`src/rtl/mem_lsu_pkg.sv`:
```
// Shared encodings for the MEM-stage load/store unit: access sizes, FSM states
// and the request legality check.
package lsu_defs;

  typedef enum logic [1:0] {
    SZ_BYTE = 2'b00,
    SZ_HALF = 2'b01,
    SZ_WORD = 2'b10,
    SZ_ILL  = 2'b11
  } size_e;

  typedef enum logic [2:0] {
    ST_IDLE,
    ST_RD,
    ST_RD_WAIT,
    ST_WR,
    ST_RESP
  } state_e;

  // A request is rejected without touching memory when it is misaligned for its
  // size, uses the illegal size code, or falls outside data_mem.
  function automatic logic req_bad(input size_e size, input logic [31:0] addr,
                                   input logic [31:0] limit);
    logic bad;
    case (size)
      SZ_BYTE: bad = 1'b0;
      SZ_HALF: bad = addr[0];
      SZ_WORD: bad = (addr[1:0] != 2'b00);
      default: bad = 1'b1;
    endcase
    return bad || (addr >= limit);
  endfunction

endpackage

```
`src/rtl/mem_lsu_if.sv`:
```
// Request/response handshake between the EX/MEM pipeline register, the LSU and WB.
interface mem_lsu_if;
  logic        req_valid;
  logic        req_ready;
  logic        req_store;
  logic [1:0]  req_size;
  logic        req_signed;
  logic [31:0] req_addr;
  logic [31:0] req_wdata;
  logic        resp_valid;
  logic        resp_ready;
  logic [31:0] resp_data;
  logic        resp_err;

  // Pipeline side: issues requests and consumes responses.
  modport master (
    output req_valid, req_store, req_size, req_signed, req_addr, req_wdata, resp_ready,
    input  req_ready, resp_valid, resp_data, resp_err
  );

  // LSU side.
  modport slave (
    input  req_valid, req_store, req_size, req_signed, req_addr, req_wdata, resp_ready,
    output req_ready, resp_valid, resp_data, resp_err
  );
endinterface

```
`src/rtl/mem_lsu_align.sv`:
```
// Little-endian lane handling: extracts and extends sub-word loads from a data_mem
// word, and merges sub-word store data into the word read back for RMW.
module lsu_align
  import lsu_defs::*;
(
  input  logic [31:0] rdata,
  input  logic [1:0]  offset,
  input  size_e       size,
  input  logic        is_signed,
  input  logic [15:0] wdata,
  output logic [31:0] load_data,
  output logic [31:0] merge_data
);

  logic [7:0]  byte_lane;
  logic [15:0] half_lane;

  always_comb begin
    // NOTE: every output gets a default before the case so no path leaves a latch.
    load_data  = rdata;
    merge_data = rdata;
    byte_lane  = rdata[{offset, 3'b000} +: 8];
    half_lane  = rdata[{offset[1], 4'b0000} +: 16];

    case (size)
      SZ_BYTE: begin
        load_data = {{24{is_signed & byte_lane[7]}}, byte_lane};
        merge_data[{offset, 3'b000} +: 8] = wdata[7:0];
      end
      SZ_HALF: begin
        load_data = {{16{is_signed & half_lane[15]}}, half_lane};
        merge_data[{offset[1], 4'b0000} +: 16] = wdata;
      end
      default: ;
    endcase
  end

endmodule

```
`src/rtl/mem_lsu.sv`:
```
// MEM-stage load/store unit: one request at a time, word-only data_mem with a
// 1-cycle registered read, sub-word stores done as read-modify-write.
module mem_lsu
  import lsu_defs::*;
#(
  parameter int MEM_WORDS = 32
) (
  input  logic          clk,
  input  logic          rst_n,
  mem_lsu_if.slave      bus,
  output logic [31:0]   dm_addr,
  output logic [31:0]   dm_wdata,
  output logic          dm_we,
  input  logic [31:0]   dm_rdata
);

  localparam logic [31:0] ADDR_LIMIT = 32'(MEM_WORDS * 4);

  state_e      state, state_d;
  logic        store_q;
  logic        signed_q;
  size_e       size_q;
  logic [31:0] addr_q;
  logic [31:0] wdata_q;
  logic [31:0] merge_q;
  logic [31:0] resp_data_q;
  logic        resp_err_q;

  logic        accept;
  logic        req_err;
  size_e       req_size;
  logic [31:0] load_ext;
  logic [31:0] merge_word;

  assign req_size = size_e'(bus.req_size);
  assign accept   = bus.req_valid && (state == ST_IDLE);
  assign req_err  = req_bad(req_size, bus.req_addr, ADDR_LIMIT);

  lsu_align u_align (
    .rdata      (dm_rdata),
    .offset     (addr_q[1:0]),
    .size       (size_q),
    .is_signed  (signed_q),
    .wdata      (wdata_q[15:0]),
    .load_data  (load_ext),
    .merge_data (merge_word)
  );

  always_ff @(posedge clk or negedge rst_n) begin
    // NOTE: sequential state uses non-blocking assignments so every flop samples
    // pre-edge values regardless of process ordering.
    if (!rst_n) state <= ST_IDLE;
    else        state <= state_d;
  end

  always_comb begin
    state_d = state;
    case (state)
      ST_IDLE: begin
        if (bus.req_valid) begin
          if (req_err)                               state_d = ST_RESP;
          else if (bus.req_store && req_size == SZ_WORD) state_d = ST_WR;
          else                                       state_d = ST_RD;
        end
      end
      ST_RD:      state_d = ST_RD_WAIT;
      ST_RD_WAIT: state_d = store_q ? ST_WR : ST_RESP;
      ST_WR:      state_d = ST_RESP;
      ST_RESP:    if (bus.resp_ready) state_d = ST_IDLE;
      default:    state_d = ST_IDLE;
    endcase
  end

  // Request, merge and response registers. resp_data is cleared at accept so
  // stores and rejected requests answer with zero.
  always_ff @(posedge clk or negedge rst_n) begin
    if (!rst_n) begin
      store_q     <= 1'b0;
      signed_q    <= 1'b0;
      size_q      <= SZ_BYTE;
      addr_q      <= '0;
      wdata_q     <= '0;
      merge_q     <= '0;
      resp_data_q <= '0;
      resp_err_q  <= 1'b0;
    end else begin
      if (accept) begin
        store_q     <= bus.req_store;
        signed_q    <= bus.req_signed;
        size_q      <= req_size;
        addr_q      <= bus.req_addr;
        wdata_q     <= bus.req_wdata;
        resp_data_q <= '0;
        resp_err_q  <= req_err;
      end
      if (state == ST_RD_WAIT) begin
        if (store_q) merge_q     <= merge_word;
        else         resp_data_q <= load_ext;
      end
    end
  end

  // Memory-side outputs decode from registered state only.
  assign dm_addr  = {addr_q[31:2], 2'b00};
  assign dm_we    = (state == ST_WR);
  assign dm_wdata = (state == ST_WR) ? ((size_q == SZ_WORD) ? wdata_q : merge_q) : '0;

  assign bus.req_ready  = (state == ST_IDLE);
  assign bus.resp_valid = (state == ST_RESP);
  assign bus.resp_data  = resp_data_q;
  assign bus.resp_err   = resp_err_q;

  a_we_single: assert property (@(posedge clk) disable iff (!rst_n) dm_we |=> !dm_we);

  a_resp_hold: assert property (@(posedge clk) disable iff (!rst_n)
    (bus.resp_valid && !bus.resp_ready) |=>
      (bus.resp_valid && $stable(bus.resp_data) && $stable(bus.resp_err)));

  a_no_we_on_err: assert property (@(posedge clk) disable iff (!rst_n)
    (accept && req_err) |=> (state == ST_RESP));

endmodule

```
`src/flat_wrapper.sv`:
```
// flat-port wrapper written by rule: the top's interface ports become plain ports
module mem_lsu_flat import lsu_defs::*;
#(
  parameter int MEM_WORDS = 32
)
  (clk, rst_n, dm_addr, dm_wdata, dm_we, dm_rdata, bus_req_valid, bus_req_store, bus_req_size, bus_req_signed, bus_req_addr, bus_req_wdata, bus_resp_ready, bus_req_ready, bus_resp_valid, bus_resp_data, bus_resp_err);
  mem_lsu_if bus_i ();
  input  logic clk;
  input  logic rst_n;
  output logic [31:0] dm_addr;
  output logic [31:0] dm_wdata;
  output logic dm_we;
  input  logic [31:0] dm_rdata;
  input wire logic [$bits(bus_i.req_valid)-1:0] bus_req_valid;
  input wire logic [$bits(bus_i.req_store)-1:0] bus_req_store;
  input wire logic [$bits(bus_i.req_size)-1:0] bus_req_size;
  input wire logic [$bits(bus_i.req_signed)-1:0] bus_req_signed;
  input wire logic [$bits(bus_i.req_addr)-1:0] bus_req_addr;
  input wire logic [$bits(bus_i.req_wdata)-1:0] bus_req_wdata;
  input wire logic [$bits(bus_i.resp_ready)-1:0] bus_resp_ready;
  output wire logic [$bits(bus_i.req_ready)-1:0] bus_req_ready;
  output wire logic [$bits(bus_i.resp_valid)-1:0] bus_resp_valid;
  output wire logic [$bits(bus_i.resp_data)-1:0] bus_resp_data;
  output wire logic [$bits(bus_i.resp_err)-1:0] bus_resp_err;
  assign bus_i.req_valid = bus_req_valid;
  assign bus_i.req_store = bus_req_store;
  assign bus_i.req_size = bus_req_size;
  assign bus_i.req_signed = bus_req_signed;
  assign bus_i.req_addr = bus_req_addr;
  assign bus_i.req_wdata = bus_req_wdata;
  assign bus_i.resp_ready = bus_resp_ready;
  assign bus_req_ready = bus_i.req_ready;
  assign bus_resp_valid = bus_i.resp_valid;
  assign bus_resp_data = bus_i.resp_data;
  assign bus_resp_err = bus_i.resp_err;
  mem_lsu #(.MEM_WORDS(MEM_WORDS)) u_core (.clk(clk), .rst_n(rst_n), .bus(bus_i), .dm_addr(dm_addr), .dm_wdata(dm_wdata), .dm_we(dm_we), .dm_rdata(dm_rdata));
endmodule
```
`config.mk`:
```
export PLATFORM = sky130hd
export DESIGN_NAME = mem_lsu_flat
export DESIGN_NICKNAME = d
export VERILOG_FILES = /design/src/rtl/mem_lsu_pkg.sv /design/src/rtl/mem_lsu_if.sv /design/src/rtl/mem_lsu_align.sv /design/src/rtl/mem_lsu.sv /design/src/flat_wrapper.sv
export SDC_FILE = /design/constraint.sdc
export NUM_CORES = 1
export LEC_CHECK = 0
export ABC_AREA = 1
export CAP_MARGIN = 20
export CORE_ASPECT_RATIO = 1.75
export CORE_MARGIN = 2
export CORE_UTILIZATION = 32
export CTS_CLUSTER_SIZE = 28
export DETAILED_ROUTE_END_ITERATION = 12
export HOLD_SLACK_MARGIN = 0.15
export PLACE_DENSITY = 0.61
export SETUP_SLACK_MARGIN = 0.05
export SYNTH_ARGS = -nofsm -noshare
export SYNTH_HDL_FRONTEND = slang
export SYNTH_SLANG_ARGS = --single-unit
```
`constraint.sdc`:
```
create_clock -name clk -period 2.5 [get_ports clk]
set_input_delay 0.75 -clock clk [delete_from_list [all_inputs] [get_ports clk]]
set_output_delay 0.75 -clock clk [all_outputs]
set_load 0.01 [all_outputs]
```
Yosys cells after proc, flatten, opt, wreduce, memory -nomap -nowiden

Index checks and enable logic that the tools add are counted.

Input port bits: 104
Output and inout port bits: 100
Logic and storage cells: 55
Register bits: 136

Order comparisons: 1
Mux-type cells: 16
Reduce and logical (&&, ||, !) cells: 9
Equal/unequal tests: 10
Add/subtract/negate cells: 2
Shift-type cells: 6
Bitwise logic cells: 2

Operators by type and width:

| operator                                                                | count |
|---|---|
| 32-bit 2-to-1 mux                                                       | 5 |
| 32-bit case mux with 2 select lines                                     | 2 |
| 32-bit bitwise mux                                                      | 2 |
| 32-bit by 8-bit >= comparator with 1-bit output, second input constant  | 1 |
| 16-bit by 7-bit variable shift with 32-bit output, first input constant | 1 |
| 8-bit by 7-bit variable shift with 32-bit output, first input constant  | 1 |
| 16-bit by 7-bit indexed part select with 32-bit output                  | 1 |
| 32-bit by 6-bit indexed part select with 16-bit output                  | 1 |
| 32-bit by 6-bit indexed part select with 8-bit output                   | 1 |
| 8-bit by 7-bit indexed part select with 32-bit output                   | 1 |
| 3-bit case mux with 5 select lines                                      | 1 |
| 5-bit negation with 7-bit output                                        | 2 |
| 3-bit 2-to-1 mux                                                        | 4 |
| 3-bit by 2-bit equality test with 1-bit output, second input constant   | 2 |
| 2-bit by 1-bit equality test with 1-bit output, second input constant   | 2 |
| 2-bit equality test, second input constant                              | 2 |
| 2-bit zero test                                                         | 2 |
| 2-bit inequality test, second input constant                            | 2 |
| 2-bit AND reduction                                                     | 2 |
| 3-bit by 1-bit equality test with 1-bit output, second input constant   | 1 |
| 3-bit equality test, second input constant                              | 1 |
| 3-bit zero test                                                         | 1 |
| 1-bit case mux with 3 select lines                                      | 1 |
| 1-bit AND                                                               | 2 |
| other kinds (4)                                                         | 5 |

Longest topological paths before layout

Word-level depth: 6
Depth in mapped cells: 10

Cells and area by module

Synthesis repeated with hierarchy kept, for this count alone.

Cell total of the unflattened synthesis: 1208
Area, all modules: 8329.2 um^2

By module, submodules not included:

| module    | times used | seq. area each (um^2) | cells an instance | area each (um^2) |
|---|---|---|---|---|
| mem_lsu   | 1          | 3403.3                | 771               | 6140.9 |
| lsu_align | 1          | 0.0                   | 437               | 2188.3 |

Worst setup path before layout

No wires, ideal clock.

Path type: reg2reg
From: register u_core.addr_q[1]
To: register u_core.merge_q[7]
Clock period less this slack: 2.123 ns
Stages on the path, launching flop included: 10
Required time: 2.423 ns
Setup time: 0.077 ns
Arrival time: 2.045 ns
Path slack: 0.377 ns
Path buffers: 3
Path through: dfrtp_1 > buf_2 > clkinv_1 > clkbuf_1 > ha_1 > clkbuf_1 > nand4_1 > o22ai_1 > nand2_1 > a21oi_1

Longest elaborated chain between the ends: 4
Elaborated cells on any way between the ends: 9
Those cells by class: add/sub (2); shift (4); mux (3)

RTL lines:

| element                                                                              | RTL line                                 | source |
|---|---|---|
| start: declaration                                                                   | mem_lsu.sv:23                            | `logic [31:0] addr_q;` |
| start signal: assignment                                                             | mem_lsu.sv:91                            | `addr_q <= bus.req_addr;` |
| 5-bit negation with 7-bit output (on tied branches)                                  | mem_lsu_align.sv:32, mem_lsu_align.sv:28 |  |
| 16-bit by 7-bit indexed part select with 32-bit output, or another cell as far along | mem_lsu_align.sv:32                      | `merge_data[{offset[1], 4'b0000} +: 16] = wdata;` |
| 32-bit bitwise mux (on tied branches)                                                | mem_lsu_align.sv:32, mem_lsu_align.sv:28 |  |
| 32-bit case mux with 2 select lines *                                                | mem_lsu_align.sv:25                      | `case (size)` |
| end signal: assignment                                                               | mem_lsu.sv:97                            | `if (store_q) merge_q <= merge_word;` |
| end: declaration                                                                     | mem_lsu.sv:25                            | `logic [31:0] merge_q;` |

Every way passes the cells marked *; elsewhere a longest branch is shown, timed or not.
A chain may end at the register's enable or synchronous reset.

Final worst setup path

From: register u_core.state[1]
To: output port dm_wdata[10]

Longest elaborated chain between the ends: 2

RTL lines:

| element                                        | RTL line           | source |
|---|---|---|
| start: declaration                             | mem_lsu.sv:19      | `state_e state, state_d;` |
| start signal: assignment                       | mem_lsu.sv:53      | `else state <= state_d;` |
| 3-bit by 2-bit equality test with 1-bit output | mem_lsu.sv:106     | `assign dm_wdata = (state == ST_WR) ? ((size_q == SZ_WORD) ? wdata_q : merge_q) : '0;` |
| 32-bit 2-to-1 mux                              | mem_lsu.sv:106     |  |
| end: declaration                               | flat_wrapper.sv:11 | `output logic [31:0] dm_wdata;` |

Every way passes these cells.

==> impl_metrics.env <==
export IMPL_hold_viol=0
export IMPL_ant_nets=0
export IMPL_worst_slew_pin_slew_ps=827.5
export IMPL_avgSynthCellArea_um2=7.088
export IMPL_power_uw=9341
export IMPL_cts_tree="yes"
export IMPL_clk_pin_slew_worst_paths_ps=60
export IMPL_boundaryPins=204
export IMPL_grt_max_degree=63
export IMPL_rsz0062_at_grt="yes"
export IMPL_worstSkewPairLatency_ps=440
export IMPL_dr_pass1_iters=5
export IMPL_port_buffers=201
export IMPL_clock_fmax_mhz=386.8
export IMPL_synth_warnings=0
export IMPL_coreArea_mm2=0.02453
export IMPL_drive_gt1_share_pct=11.54
export IMPL_drt_iter0_markers=550
export IMPL_syn_area_mm2=0.007939
export IMPL_design_die_area_mm2=0.02613
export IMPL_status="finished, violations left"
export IMPL_synthCells=1120
export IMPL_end_kind="output pin"
export IMPL_gr_usage_all_layers_pct=24.48
export IMPL_arrival_ps=1840
export IMPL_dp_hpwl_mm=22.82
export IMPL_start_kind="register"
export IMPL_synth_seq_cells=136
export IMPL_required_ps=1750
export IMPL_root_buffer="clkbuf_16"
export IMPL_setup_viol=16
export IMPL_hp_class="input pin to asynchronous set/reset pin"
export IMPL_synth_seq_area_share_pct=42.87
export IMPL_finalCriticalPeriod_ps=2585
export IMPL_grt_pass1_wl_mm=47.09
export IMPL_failed_checks="negative setup slack"
export IMPL_drc=0
export IMPL_ir_worst_vdd_v=0.0004363
export IMPL_path_class="register to output pin"
export IMPL_clock_sinks=136
export IMPL_p_leak_uw=0.005343
export IMPL_syn2layout_area_growth_pct=37.04
export IMPL_cap_violations=0
export IMPL_start_util_pct=32.36
export IMPL_nets=1405
export IMPL_power_density_mw_per_mm2=858.6
export IMPL_yosys_top_cells_area="dfrtp_1 43%, nand2_1 15%, a21oi_1 6.3%"
export IMPL_final_cell_count_no_fill=1620
export IMPL_synth_cell_types=29
export IMPL_cts_hold_buf=0
export IMPL_rows=76
export IMPL_htreeDepth=4
export IMPL_crit_fanout=8
export IMPL_r2r_start="u_core.addr_q[1]$_DFFE_PN0P_"
export IMPL_clock_path_buffers=2
export IMPL_fin_ws_ps=-85.04
export IMPL_routed_wl_mm=30.83
export IMPL_skew_ps=9.021
export IMPL_num_vias=8119
export IMPL_max_slew_margin_rel_pct=44.75
export IMPL_slew_violations=0
export IMPL_gr_total_overflow=0
export IMPL_wl_per_cell_um=19.03
export IMPL_antenna_found_initial=0
export IMPL_fp_dieH_um=212.4
export IMPL_via_per_inst=5.012
export IMPL_synth_area_leader_cell="dfrtp_1"
export IMPL_die_w_um=123.1
export IMPL_antennaDiodeCount=0
export IMPL_dpl_cell_count=1573
export IMPL_yosysTopAreaCellShare_pct=42.87
export IMPL_fin_crit_sh_pct=103.4
export IMPL_grt_pass1_vias=8013
export IMPL_crit_path_start="u_core.state[1]$_DFFE_PN0P_"
export IMPL_gp_congestion=0.9210
export IMPL_cts_buffers=17
cell type report:
| class | count | area [µm²] |
|---|---|---|
| well taps | 312 | 390.4 |
| fillers | 2588 | 13650 |
| inverters | 139 | 524.3 |
| flip-flops and latches | 136 | 3403 |
| clock inverters | 10 | 118.9 |
| repair buffers | 254 | 2420 |
| clock buffers | 21 | 470.5 |
| multi-input cells | 748 | 3552 |
final timing paths:
check                                                     end  slack (ps)  cells past startpoint
hold reg to reg                  u_core.addr_q[2]$_DFFE_PN0P_         470                      2
setup / recovery                                 dm_wdata[10]         -90                     10
hold / removal                  u_core.addr_q[23]$_DFFE_PN0P_         290                      1
setup reg to reg                u_core.merge_q[7]$_DFFE_PN0P_         410                      7
min in group clk                 u_core.addr_q[2]$_DFFE_PN0P_         470                      2
max in group asynchronous  u_core.bus.resp_data[23]$_DFF_PN0_        1490                      2
timing repair:
item,4_1_cts,5_1_grt
endpoints found under the setup margin,35,33
cloned,3,0
gates resized for setup,173,15
pin swaps,0,1
endpoints found under the hold margin,0,0
buffers inserted,12,2
critical path, cell delays in order, from the launching register on:
cell,delay (ps)
dfrtp_1,360
inv_2,70
nor2_4,120
nand2_2,80
inv_4,80
buf_12,130
buf_16,150
buf_6,100
o21ai_2,40
a21oi_1,120
buf_2,150
power breakdown:
part	internal, µW	switching, µW
Combinational	1390	2410
Sequential	2640	338
Clock	1540	1020
cell usage in the layout (no fill, tap or decap), types with 2 or more instances in the layout:
cell,synthesis,layout
buf_2,25,32
o21ai_2,0,14
inv_1,133,130
o22ai_1,28,28
clkinv_2,0,2
o221ai_1,7,7
nor2_1,84,84
o21ai_0,100,76
inv_2,5,7
a21oi_2,0,2
nand3_1,30,30
nand2_1,308,307
conb_1,1,2
o21a_1,7,7
a31oi_1,7,7
a22oi_1,22,22
nor3_1,27,27
dfrtp_1,136,136
inv_6,0,2
nand4_1,4,4
buf_12,0,9
buf_6,2,7
nor2_2,4,2
buf_16,0,2
nor2_4,2,4
ha_1,5,5
nand3_2,2,2
clkbuf_8,0,3
a21oi_1,100,98
o21ai_1,6,16
clkinvlp_4,0,3
clkdlybuf4s50_1,0,165
bufinv_16,0,2
buf_4,33,36
clkbuf_16,0,17
per-stage QoR:
| stage | hold slack (ps) | area [µm²] | util [%] | TNS (ps) | setup slack, ps |
|---|---|---|---|---|---|
| 2_1_floorplan | 436.7 | 7943 | - | 0 | 377.3 |
| 3_3_place_gp | 451.9 | 10170 | 41.44 | 0 | 93.75 |
| 3_5_place_dp | 453.1 | 10170 | 41.44 | 0 | 42.26 |
| 4_1_cts | 302.1 | 10860 | 44.28 | -922.2 | -71.09 |
| 5_1_grt | 328.8 | 10880 | 44.34 | -2779 | -138.8 |
| 6_report | 288.0 | 10880 | 44.34 | -638.0 | -85.04 |
metal layers:
| layer | global-route usage (%) | up-vias | wire length [µm] |
|---|---|---|---|
| met4 | 18.65 | 0 | 2682 |
| met2 | 40.54 | 336 | 15130 |
| met5 | 0 | - | 0 |
| met3 | 5.150 | 104 | 1870 |
| li1 | - | 3939 | - |
| met1 | 26.99 | 3740 | 11140 |
cell usage after synthesis, drive strengths merged:
library cell and n:
nand2 308, a21oi 100, o21ai 106, nor3b 1, o221ai 7, nor2 90
a22oi 22, conb 1, clkbuf 38, ha 5, dfrtp 136, inv 138
o21a 7, a31oi 7, clkinv 1, o22ai 28, nand4 4, and2 1
buf 60, nand3 33, nor3 27
sequential cells by signal, summed over array words and instances, names as in the netlist:
signal,flops
u_core.addr_q,32
u_core.bus.resp_data,32
u_core.merge_q,32
u_core.wdata_q,32
u_core.state,3
u_core.size_q,2
u_core.bus.resp_err,1
u_core.signed_q,1
u_core.store_q,1
kinds of logic (layout without fill, tap and decap cells):
| kind of cell | Yosys count | count (layout) | synth area share [%] |
|---|---|---|---|
| flip-flops | 136 | 136 | 42.87 |
| AO/OA/AOI/OAI | 277 | 277 | 19.26 |
| AND/OR/NAND/NOR | 464 | 464 | 23.69 |
| adder cells (fa/ha/maj) | 5 | 5 | 0.7880 |
| buffers and inverters | 237 | 424 | 13.35 |
| other | 1 | 2 | 0.04724 |
No activity file was read; power rests on OpenSTA's default activity.
